## config.mk

```make
export PLATFORM = sky130hd
export DESIGN_NAME = cpu_fetch
export DESIGN_NICKNAME = d
export VERILOG_FILES = /design/src/rtl/cpu_fetch_pkg.sv /design/src/rtl/cpu_fetch_pc.sv /design/src/rtl/cpu_fetch.sv
export SDC_FILE = /design/constraint.sdc
export NUM_CORES = 1
export LEC_CHECK = 0
export CAP_MARGIN = 20
export CORE_AREA = 5 5 148 150
export CTS_CLUSTER_DIAMETER = 60
export DETAILED_ROUTE_END_ITERATION = 6
export DIE_AREA = 0 0 153 155
export GPL_ROUTABILITY_DRIVEN = 0
export PLACE_DENSITY_LB_ADDON = 0.08
export SYNTH_ARGS = -nofsm -noshare
export SYNTH_HDL_FRONTEND = slang
export SYNTH_SLANG_ARGS = --single-unit
```

## constraint.sdc

```tcl
create_clock -name clk_i -period 3.5 [get_ports clk_i]
set_clock_uncertainty 0.1 [all_clocks]
set_input_delay 0.7 -clock clk_i [delete_from_list [all_inputs] [get_ports clk_i]]
set_output_delay 0.7 -clock clk_i [all_outputs]
set_load 0.1 [all_outputs]
```

## src/rtl/cpu_fetch_pkg.sv

```systemverilog
// Shared fetch constants and state encoding for cpu_fetch and downstream decode/execute.
package cpu_fetch_pkg;

    localparam logic [31:0] FETCH_STEP_SIZE = 32'hC;
    localparam logic [7:0]  OPCODE_INIT     = 8'hFF;
    localparam logic [31:0] WORD_BYTES      = 32'h4;

    typedef enum logic [2:0] {
        ST_IDLE      = 3'd0,
        ST_REQ_OP    = 3'd1,
        ST_REQ_A     = 3'd2,
        ST_REQ_B     = 3'd3,
        ST_DONE      = 3'd4,
        ST_WAIT_EXEC = 3'd5,
        ST_HALT      = 3'd6
    } fetch_state_e;

endpackage

```

## src/rtl/cpu_fetch_pc.sv

```systemverilog
// Program counter for the fetch stage: next-pc selection, jump-target alignment check, sticky error.
module cpu_fetch_pc
    import cpu_fetch_pkg::*;
#(
    parameter int unsigned          WIDTH    = 32,
    parameter logic [WIDTH-1:0]     RESET_PC = '0
) (
    input  logic             clk_i,
    input  logic             rst_n_i,
    input  logic             accept_i,
    input  logic             isjcc_i,
    input  logic [WIDTH-1:0] newpc_i,
    output logic [WIDTH-1:0] pc_o,
    output logic [WIDTH-1:0] next_pc_o,
    output logic             misalign_o,
    output logic             err_o
);

    logic [WIDTH-1:0] pc_q, pc_d;
    logic             err_q, err_d;

    always_comb begin
        misalign_o = isjcc_i && (newpc_i[1:0] != 2'b00);
        next_pc_o  = isjcc_i ? newpc_i : pc_q + WIDTH'(FETCH_STEP_SIZE);
        pc_d       = pc_q;
        err_d      = err_q;
        // A misaligned target never reaches the pc; it only raises the flag.
        if (accept_i) begin
            if (misalign_o) begin
                err_d = 1'b1;
            end else begin
                pc_d = next_pc_o;
            end
        end
    end

    always_ff @(posedge clk_i or negedge rst_n_i) begin
        if (!rst_n_i) begin
            pc_q  <= RESET_PC;
            err_q <= 1'b0;
        end else begin
            pc_q  <= pc_d;
            err_q <= err_d;
        end
    end

    assign pc_o  = pc_q;
    assign err_o = err_q;

endmodule

```

## src/rtl/cpu_fetch.sv

```systemverilog
// Instruction fetch stage: reads opcode/opA/opB at pc, hands them to execute, then advances pc.
module cpu_fetch
    import cpu_fetch_pkg::*;
#(
    parameter int unsigned      WIDTH    = 32,
    parameter logic [WIDTH-1:0] RESET_PC = '0
) (
    input  logic             clk_i,
    input  logic             rst_n_i,
    input  logic             enable_i,
    output logic             mem_req_o,
    output logic [WIDTH-1:0] mem_addr_o,
    input  logic [WIDTH-1:0] mem_rdata_i,
    input  logic             mem_ack_i,
    output logic [WIDTH-1:0] opcode_o,
    output logic [WIDTH-1:0] opa_o,
    output logic [WIDTH-1:0] opb_o,
    output logic             fetch_done_o,
    input  logic             exec_done_i,
    input  logic             isjcc_i,
    input  logic [WIDTH-1:0] newpc_i,
    output logic [WIDTH-1:0] pc_o,
    output logic             fetch_err_o
);

    fetch_state_e     state_q;
    logic             mem_req_q;
    logic [WIDTH-1:0] mem_addr_q;
    logic             done_q;
    logic [WIDTH-1:0] opcode_q, opa_q, opb_q;

    logic [WIDTH-1:0] pc;
    logic [WIDTH-1:0] next_pc;
    logic             misalign;
    logic             accept;
    logic             ack;

    // DONE is excluded so a level held high through the pulse is not taken early.
    assign accept = (state_q == ST_WAIT_EXEC) && exec_done_i;
    assign ack    = mem_req_q && mem_ack_i;

    cpu_fetch_pc #(
        .WIDTH    (WIDTH),
        .RESET_PC (RESET_PC)
    ) u_pc (
        .clk_i      (clk_i),
        .rst_n_i    (rst_n_i),
        .accept_i   (accept),
        .isjcc_i    (isjcc_i),
        .newpc_i    (newpc_i),
        .pc_o       (pc),
        .next_pc_o  (next_pc),
        .misalign_o (misalign),
        .err_o      (fetch_err_o)
    );

    always_ff @(posedge clk_i or negedge rst_n_i) begin
        if (!rst_n_i) begin
            state_q    <= ST_IDLE;
            mem_req_q  <= 1'b0;
            mem_addr_q <= RESET_PC;
            done_q     <= 1'b0;
            opcode_q   <= WIDTH'(OPCODE_INIT);
            opa_q      <= '0;
            opb_q      <= '0;
        end else begin
            done_q <= 1'b0;
            case (state_q)
                ST_IDLE: begin
                    if (enable_i) begin
                        state_q    <= ST_REQ_OP;
                        mem_req_q  <= 1'b1;
                        mem_addr_q <= pc;
                    end
                end
                ST_REQ_OP: begin
                    if (ack) begin
                        opcode_q   <= mem_rdata_i;
                        state_q    <= ST_REQ_A;
                        mem_addr_q <= pc + WIDTH'(WORD_BYTES);
                    end
                end
                ST_REQ_A: begin
                    if (ack) begin
                        opa_q      <= mem_rdata_i;
                        state_q    <= ST_REQ_B;
                        mem_addr_q <= pc + WIDTH'(2 * WORD_BYTES);
                    end
                end
                ST_REQ_B: begin
                    if (ack) begin
                        opb_q     <= mem_rdata_i;
                        state_q   <= ST_DONE;
                        mem_req_q <= 1'b0;
                        done_q    <= 1'b1;
                    end
                end
                ST_DONE: begin
                    state_q <= ST_WAIT_EXEC;
                end
                ST_WAIT_EXEC: begin
                    if (exec_done_i) begin
                        if (misalign) begin
                            state_q <= ST_HALT;
                        end else begin
                            mem_addr_q <= next_pc;
                            if (enable_i) begin
                                state_q   <= ST_REQ_OP;
                                mem_req_q <= 1'b1;
                            end else begin
                                state_q <= ST_IDLE;
                            end
                        end
                    end
                end
                ST_HALT: begin
                    mem_req_q <= 1'b0;
                end
                default: begin
                    state_q   <= ST_IDLE;
                    mem_req_q <= 1'b0;
                end
            endcase
        end
    end

    assign mem_req_o    = mem_req_q;
    assign mem_addr_o   = mem_addr_q;
    assign fetch_done_o = done_q;
    assign opcode_o     = opcode_q;
    assign opa_o        = opa_q;
    assign opb_o        = opb_q;
    assign pc_o         = pc;

endmodule

```

==> reports/results.ini, run 1 <==
[status]
status = complete, but fails checks
violations = design-rule violations

[sta]
fmax_ghz = 0.3504
rsz0062_at_grt = no
drv_slew = 0
slew_headroom = 0.3389
setup_tns_ns = 0
finalSetupViolCount = 0
worst_slew_pin_slew_ns = 0.9885
finalHoldWorstSlack_ns = 0.06894
hold_violations = 0
period_minus_slack_ns = 2.854
period_share = 0.8155

[power]
p_leak_nw = 5.392
p_total_w = 0.004059
powerDensity_nw_per_um2 = 337.8
vdd_ir_drop_max_uv = 298.6

[setup_path]
cp.required_ns = 3.74
crit_fanout = 9
cp.arrival_ns = 3.10
crit_top_cell = a311oi_1
path_class = reg -> reg
path_cells = inv_1 -> ha_1 -> nand3b_2 -> nor4_2 -> nand2_1 -> a311oi_1 -> a311oi_1 -> a211oi_1
cpPeakStageDelay_ns = 0.60
worstSetupStartpointType = register
worstSetupEndpointType = register
critical_path.slowest_cell = nor4_2

[layout]
final_cell_mix = buf_4, dfrtp_1, mux2_2
antenna_cells = 0
fin_nets = 1217
drive_above_1_share = 0.3054
final_common_cell = buf_4
post-route-util = 0.5846
syn2layout_area_growth_pct = 31.38
fin_cells = 1431

[logic_synthesis]
yosysSeqAreaShare = 0.4552
synth-compound-area-share = 0.1786
synth_fa_ha_area_frac = 0.006565
synth-simple-area-share = 0.1559
avgSynthCellArea_sq_um = 9.794
synth_xor_area_frac = 0.02394
syn-num-nets = 1008
synth_flop_cell = dfrtp_1
synth_top_family_by_area = compound AO/OA/AOI/OAI gates
synthCells = 934
synth-seq-cells = 166
synth_mux_area_frac = 0.1360
yosysWarnings = 0
syn_area_sq_um = 9148
async_flop_share = 1.000
synth-edff-count = 0
synth_cell_type_count = 77

[placed_design]
hpwl_um = 21540
io_buffers = 232
place_inst = 1399

[clock_network]
ctsLongestPathBuffers = 2
cts_num_sinks = 166
cts_buffers = 17
clock_latency_ns = 0.44
cts_htree_levels = 4
clk_pin_slew_ns = 0.08
postCtsResizedCells = 0
cts-root-buf = clkbuf_16
cts_setup_buffers = 0
hold_buffers = 0
tritoncts = done

[die]
die_y_um = 155
start_util = 0.4450
die_area_sq_um = 23720
placementRows = 53
die_x_um = 153
ios = 233
core_area_sq_um = 20560

[global_route]
grt_max_degree = 59
antenna_found_initial = 0
grt_pass1_vias = 8048
track_usage = 0.2484
grt_pass1_wl_um = 46710
grt_overflow = 0

[drt]
drc = 7
detail_route.wl_per_cell_um = 21.07
drtPass1Iterations = 7
via_per_inst = 5.887
drt_wl_total_um = 30150
antenna_left = 0
via_count = 8424
drt_iter0_markers = 686

[hold_path]
hold_path_class = in -> async

[flow_run]
maxCapViolations = 0

## metal layers
| layer | up-vias | part of all wire | wire length, um | GRT usage |
|---|---|---|---|---|
| met3 | 60 | 0.086 | 2582 | 0.06398 |
| met1 | 4138 | 0.43 | 13090 | 0.3471 |
| li1 | 3846 | - | - | - |
| met2 | 380 | 0.45 | 13590 | 0.3810 |
| met5 | - | 0 | 0 | 0 |
| met4 | 0 | 0.029 | 882 | 0.07934 |
## area by class of cell
cell class | count | area [sq um]
Multi-Input combinational cell | 676 | 4609
Clock inverter | 14 | 155.1
Clock buffer | 18 | 439.2
Inverter | 12 | 45.04
Sequential cell | 166 | 4164
Tap cell | 275 | 344.1
Fill cell | 1878 | 8539
Timing Repair Buffer | 270 | 2261
## worst max-delay path: cells and delay by family, from the launching register on
kind,cells,cell delay (ns)
compound gates,3,0.61
fa+ha+maj,1,0.26
buf+inv,1,0.12
flops,1,0.51
simple gates,3,1.16
## metrics by stage
stage                     setup slack, ns  cell area [sq um]
after global routing               0.4174              12020
final                              0.6458              12020
after floorplan                    0.1098               9148
after CTS                          0.6961              12020
after global placement             0.5785              11420
after detailed placement           0.5437              11420
## sequential cells by signal (all words and copies together) (netlist names)
name          flops
fetch_done_o      1
mem_addr_o       32
mem_req_o         1
opa_o            32
opb_o            32
opcode_o         32
state_q           3
u_pc.err_o        1
u_pc.pc_o        32
## cells by family (layout without fill, tap and decap cells)
logic type	count (synthesis)	after routing
XOR/XNOR	25	25
adder cells (fa/ha/maj)	5	5
multiplexers	112	112
AND/OR/NAND/NOR	274	274
buffers and inverters	92	314
AO/OA/AOI/OAI	260	260
flip-flops	166	166
## final timing paths
check / cells after the start / slack (ns) / endpoint / start
worst max-delay path: 8 / 0.65 / mem_addr_o[24]$_DFFE_PN0P_ / u_pc.pc_o[3]$_DFFE_PN0P_
worst min-delay path: 1 / 0.07 / u_pc.pc_o[5]$_DFFE_PN0P_ / rst_n_i
worst max register to register: 8 / 0.65 / mem_addr_o[24]$_DFFE_PN0P_ / u_pc.pc_o[3]$_DFFE_PN0P_
worst min register to register: 1 / 0.39 / u_pc.err_o$_DFFE_PN0P_ / u_pc.err_o$_DFFE_PN0P_
max in group asynchronous: 2 / 2.37 / opcode_o[3]$_DFFE_PN1P_ / rst_n_i
min in group clk_i: 1 / 0.39 / u_pc.err_o$_DFFE_PN0P_ / u_pc.err_o$_DFFE_PN0P_
## cells in the mapped netlist, types with 6 or more instances
cell | instances | area share
o21ai_0 | 86 | 0.047
inv_1 | 10 | 0.0041
dfrtp_1 | 158 | 0.43
and3_1 | 7 | 0.0048
o22ai_1 | 14 | 0.0096
nand4_1 | 11 | 0.0075
dfstp_2 | 8 | 0.023
a211oi_1 | 10 | 0.0082
nor2_1 | 67 | 0.027
nand3_1 | 24 | 0.013
a31oi_1 | 12 | 0.0082
o21a_1 | 7 | 0.0057
a22oi_1 | 20 | 0.016
xor2_1 | 8 | 0.0077
nor4_1 | 9 | 0.0062
a21o_1 | 7 | 0.0057
buf_2 | 25 | 0.014
o211ai_1 | 10 | 0.0082
xnor2_1 | 17 | 0.016
nand2_1 | 78 | 0.032
a21oi_1 | 51 | 0.028
buf_4 | 6 | 0.0049
mux2i_1 | 14 | 0.015
mux2_2 | 98 | 0.12
clkbuf_1 | 45 | 0.018
nor3_1 | 34 | 0.019
## where the power goes
part | switching [W] | internal [W]
clock | 0.000904 | 0.000976
sequential | 0.00000526 | 0.00192
combinational | 0.000152 | 0.000100
total | 0.00106 | 0.00300
(Power assumes the default switching activity.)
==> run 2: changes to the inputs <==
clock period = 2.65 ns   (was 3.5 ns; I/O delays follow)
==> reports/results.ini, run 2 (synthesis results as in run 1) <==
[layout]
final_cell_mix = buf_4, dfrtp_1, mux2_2
drive_above_1_share = 0.3682  ; +0.06288
post-route-util = 0.6076  ; +0.02301
fillers = 1765  ; -6.0%
antenna_cells = 0  ; unchanged
syn2layout_area_growth_pct = 36.55
multi_input_area_sq_um = 4643  ; +0.73%
fin_nets = 1264  ; +3.9%
final_common_cell = buf_4
seqCellArea_sq_um = 4202  ; +0.90%

[setup_path]
path_cells = inv_2 -> ha_1 -> a21oi_2 -> or4_4 -> buf_4 -> nor4_4 -> xnor2_1 -> a21oi_2 -> a211o_1
worstSetupEndpointType = register
cp.required_ns = 2.87  ; -0.87 ns
crit_fanout = 4  ; -5
timing.rr.start = u_pc.pc_o[3]$_DFFE_PN0P_
cpPeakStageDelay_ns = 0.58  ; -0.02 ns
worst-path-buf-inv = 2  ; +1
path_class = reg -> reg
worstSetupStartpointType = register
crit_top_cell = a21oi_2
r2r_setup_slack_ns = 0.11  ; -0.54 ns
crit_start = u_pc.pc_o[3]$_DFFE_PN0P_
critPathTopFamily = simple AND/OR/NAND/NOR gates
cp.arrival_ns = 2.76  ; -0.34 ns
critical_path.slowest_cell = or4_4

[drt]
drt_iter0_markers = 773  ; +13%
drtPass1Iterations = 5  ; -2
antenna_left = 0  ; unchanged
detail_route.wl_per_cell_um = 21.27  ; +0.98%
via_count = 8654  ; +2.7%
drt_wl_total_um = 31440  ; +4.3%
drc = 0  ; -7
via_per_inst = 5.855  ; -0.54%

[global_route]
grt_pass1_vias = 8757  ; +8.8%
track_usage = 0.2618  ; +0.01338
grt_max_degree = 68  ; +15%
grt_pass1_wl_um = 49620  ; +6.2%
antenna_found_initial = 0  ; unchanged
grt_overflow = 0  ; unchanged

[power]
swShare = 0.2698  ; +0.008268
power.internal_w = 0.003961  ; +32%
pwr-share-clk = 0.468  ; +0.005
pwr-share-comb = 0.064  ; +0.002
vdd_ir_drop_max_uv = 435.3  ; +46%
power.switching_w = 0.001463  ; +38%
p_leak_nw = 5.715  ; +6.0%
p_total_w = 0.005424  ; +34%
sequentialPowerShare = 0.469  ; -0.006
powerDensity_nw_per_um2 = 434.2  ; +29%

[sta]
period_share = 0.9602  ; +0.1447
finalSetupViolCount = 0  ; unchanged
drv_slew = 0  ; unchanged
period_minus_slack_ns = 2.544  ; -0.3098 ns
fmax_ghz = 0.3930  ; +12%
setup_tns_ns = 0  ; unchanged
rsz0062_at_grt = no
slew_headroom = 0.5525  ; +0.2136
worst_slew_pin_slew_ns = 0.6688  ; -0.3197 ns
hold_violations = 0  ; unchanged

[clock_network]
clock_latency_ns = 0.44  ; about the same
clk_pin_slew_ns = 0.08  ; about the same
cts-root-buf = clkbuf_16
cts_buffers = 17  ; unchanged
cts_num_sinks = 166  ; unchanged
ctsLongestPathBuffers = 2  ; unchanged
cts_htree_levels = 4  ; unchanged
tritoncts = done
cts_setup_buffers = 0  ; unchanged

[hold_path]
hold_path_class = reg -> reg
min_from = u_pc.err_o$_DFFE_PN0P_

[die]
ios = 233  ; unchanged
die_x_um = 153  ; unchanged
die_area_sq_um = 23720  ; unchanged
placementRows = 53  ; unchanged
die_y_um = 155  ; unchanged
start_util = 0.4450  ; unchanged
core_area_sq_um = 20560  ; unchanged

[placed_design]
hpwl_um = 22740  ; +5.5%
io_buffers = 232  ; unchanged

[flow_run]
maxCapViolations = 0  ; unchanged

[status]
status = finished clean

-- run 2: final timing paths --
kind | endpoint | depth (start not counted)
max in group asynchronous | u_pc.pc_o[22]$_DFFE_PN0P_ | 3
min reg2reg | u_pc.err_o$_DFFE_PN0P_ | 1
min | u_pc.err_o$_DFFE_PN0P_ | 1
min in group asynchronous | u_pc.pc_o[11]$_DFFE_PN0P_ | 2
max | mem_addr_o[29]$_DFFE_PN0P_ | 9
max reg2reg | mem_addr_o[29]$_DFFE_PN0P_ | 9
-- run 2: timing repair --
item                       CTS  global route
hold endpoints to repair    43             0
setup endpoints to repair    0             5
resized for setup            0             1
hold buffers                 1             0
-- run 2: per-stage QoR --
| step | std cells | hold WS (ns) | setup slack [ns] | instance area (sq um) |
|---|---|---|---|---|
| final | 1478 | 0.3840 | 0.1055 | 12490 |
| after global placement | 1445 | 0.3563 | 0.08321 | 11870 |
| after detailed placement | 1445 | 0.3609 | -0.02833 | 11870 |
| after CTS | 1478 | 0.3828 | 0.03421 | 12490 |
| after global routing | 1478 | 0.4095 | 0.01690 | 12490 |
| after floorplan | 934 | 0.1344 | 0.002077 | 9225 |
-- run 2: layer usage --
metal / vias up / track usage / part of all wire
met1: 4196 / 0.3330 / 0.41
met4: 0 / 0.1056 / 0.035
li1: 3957 / - / -
met3: 86 / 0.08373 / 0.090
met2: 415 / 0.4169 / 0.47
met5: - / 0 / 0
-- run 2: cell type report --
type | instances | area share
multi-input cells | 676 | 0.3717
flip-flops and latches | 166 | 0.3364
repair buffers | 317 | 0.2123
clock buffers | 17 | 0.03406
well taps | 275 | 0.02755
clock inverters | 15 | 0.01442
inverters | 12 | 0.003606
-- run 2: power by group through the flow --
stage,combinational (W),clock (W),sequential [W]
3_3_place_gp,0.000345,0,0.00259
6_report,0.000345,0.00254,0.00254
3_5_place_dp,0.000344,0,0.00259
2_1_floorplan,0.0000765,0,0.00262
5_1_grt,0.000372,0.00272,0.00254
4_1_cts,0.000347,0.00260,0.00254
==> run 3: changes to the inputs <==
CELL_PAD_IN_SITES_DETAIL_PLACEMENT = 2   (was not set)
CELL_PAD_IN_SITES_GLOBAL_PLACEMENT = 2   (was not set)
CORE_AREA = 5 5 181 183   (was 5 5 148 150)
DIE_AREA = 0 0 186 188   (was 0 0 153 155)
==> reports/results.ini, run 3 (synthesis results as in run 1) <==
[status]
status = finished clean

[global_route]
grt_overflow = 0  ; unchanged
grt_max_degree = 68  ; unchanged
track_usage = 0.2299  ; -0.03184
grt_pass1_wl_um = 61290  ; +24%
grt_pass1_vias = 9582  ; +9.4%
antenna_found_initial = 0  ; unchanged

[setup_path]
crit_fanout = 6  ; +2
worstSetupStartpointType = register
cp.arrival_ns = 2.87  ; +0.11 ns
cp.required_ns = 2.91  ; +0.04 ns
worstSetupEndpointType = register
crit_start = u_pc.pc_o[3]$_DFFE_PN0P_
path_class = reg -> reg
r2r_setup_slack_ns = 0.04  ; -0.06 ns
timing.rr.start = u_pc.pc_o[3]$_DFFE_PN0P_

[layout]
final_cell_mix = buf_4, dfrtp_1, mux2_2
final_common_cell = buf_4
fin_cells = 1631  ; +10%
post-route-util = 0.4129  ; -0.1947
antenna_cells = 0  ; unchanged
drive_above_1_share = 0.3792  ; +0.01092
syn2layout_area_growth_pct = 40.23
fin_nets = 1290  ; +2.1%

[sta]
slew_headroom = 0.4303  ; -0.1222
drv_slew = 0  ; unchanged
hold_violations = 0  ; unchanged
finalSetupViolCount = 0  ; unchanged
rsz0062_at_grt = yes
fmax_ghz = 0.3837  ; -2.4%
worst_slew_pin_slew_ns = 0.8514  ; +0.1826 ns
period_minus_slack_ns = 2.606  ; +0.06200 ns
setup_ws_ns = 0.04355  ; -0.06200 ns
period_share = 0.9836  ; +0.02340

[power]
pwr-share-comb = 0.070  ; +0.006
sequentialPowerShare = 0.468  ; about the same
p_leak_nw = 5.831  ; +2.0%
powerDensity_nw_per_um2 = 423.6  ; -2.4%
power.switching_w = 0.001339  ; -8.5%
pwr-share-clk = 0.462  ; -0.006
power.internal_w = 0.004095  ; +3.4%
vdd_ir_drop_max_uv = 438.0  ; +0.61%
swShare = 0.2463  ; -0.02346
p_total_w = 0.005434  ; +0.19%

[clock_network]
cts-root-buf = clkbuf_16
cts_num_sinks = 166  ; unchanged
tritoncts = done
cts_buffers = 17  ; unchanged
cts_htree_levels = 4  ; unchanged
clock_latency_ns = 0.44  ; about the same
clk_pin_slew_ns = 0.07  ; about the same
ctsLongestPathBuffers = 2  ; unchanged

[drt]
drt_iter0_markers = 424  ; -45%
via_count = 8850  ; +2.3%
detail_route.wl_per_cell_um = 24.75  ; +16%
antenna_left = 0  ; unchanged
drtPass1Iterations = 5  ; unchanged
drt_wl_total_um = 40370  ; +28%
via_per_inst = 5.426  ; -7.3%
drc = 0  ; unchanged

[hold_path]
hold_path_class = reg -> reg
min_from = u_pc.err_o$_DFFE_PN0P_

[placed_design]
place_inst = 1597  ; +11%
io_buffers = 232  ; unchanged
hpwl_um = 30090  ; +32%
place_ws_ns = -0.09357  ; -0.06524 ns

[die]
core_area_sq_um = 31070  ; +51%
ios = 233  ; unchanged
placementRows = 65  ; +23%
die_y_um = 188  ; +21%
die_x_um = 186  ; +22%
die_area_sq_um = 34970  ; +47%
start_util = 0.2944  ; -0.1505

[flow_run]
maxCapViolations = 0  ; unchanged

-- run 3: changes by cell type in the layout (fill, tap and decap cells not counted), sizes merged --
cell | previous run | this run
clkinv | 8 | 6
bufinv | 0 | 1
buf | 249 | 275
clkinvlp | 0 | 1
inv | 19 | 13
clkbuf | 17 | 23
-- run 3: layer usage --
layer,track usage,vias up,share of wire
met5,0,-,0
met4,0.04596,0,0.011
met2,0.3601,246,0.47
li1,-,3994,-
met1,0.3321,4586,0.47
met3,0.04462,24,0.051
-- run 3: critical path: stages, from the launching register on --
cell	delay [ns]
dfrtp_4	0.51
inv_2	0.07
ha_1	0.18
a21oi_2	0.09
or4_1	0.70
nor2_1	0.43
xor2_1	0.17
o21ai_0	0.09
a31oi_1	0.19
-- run 3: what timing repair did --
action | CTS | global route
resized for setup | 1 | 0
setup endpoints to repair | 1 | 2
buffers inserted | 0 | 1
hold endpoints to repair | 33 | 0
pin swaps | 0 | 1
hold buffers | 1 | 0
-- run 3: power by group through the flow --
| stage | combinational [W] | sequential (W) | clock (W) |
|---|---|---|---|
| 3_3_place_gp | 0.000378 | 0.00259 | 0 |
| 5_1_grt | 0.000411 | 0.00254 | 0.00271 |
| 3_5_place_dp | 0.000382 | 0.00259 | 0 |
| 2_1_floorplan | 0.0000765 | 0.00262 | 0 |
| 4_1_cts | 0.000386 | 0.00254 | 0.00260 |
| 6_report | 0.000380 | 0.00254 | 0.00251 |
-- run 3: path summary, 6_finish.rpt --
check,to,depth (start not counted)
worst max-delay path,mem_addr_o[19]$_DFFE_PN0P_,8
worst min-delay path,u_pc.err_o$_DFFE_PN0P_,1
worst max register to register,mem_addr_o[19]$_DFFE_PN0P_,8
worst min register to register,u_pc.err_o$_DFFE_PN0P_,1
max in group asynchronous,opcode_o[1]$_DFFE_PN1P_,3
min in group asynchronous,u_pc.pc_o[28]$_DFFE_PN0P_,2
-- run 3: cell type report --
cell class | instances | area, sq um
clock buffers | 23 | 488.0
multi-input cells | 676 | 4639
well taps | 402 | 503.0
repair buffers | 343 | 2859
clock inverters | 9 | 91.34
fillers | 3393 | 18240
inverters | 12 | 45.04
flip-flops and latches | 166 | 4202
-- run 3: through the flow --
stage | setup TNS [ns] | hold slack (ns) | area [sq um]
6_report | 0 | 0.3773 | 12830
2_1_floorplan | 0 | 0.1344 | 9225
3_3_place_gp | -0.1033 | 0.3594 | 12230
3_5_place_dp | -0.4536 | 0.3599 | 12230
5_1_grt | -0.005073 | 0.4015 | 12830
4_1_cts | 0 | 0.3792 | 12820
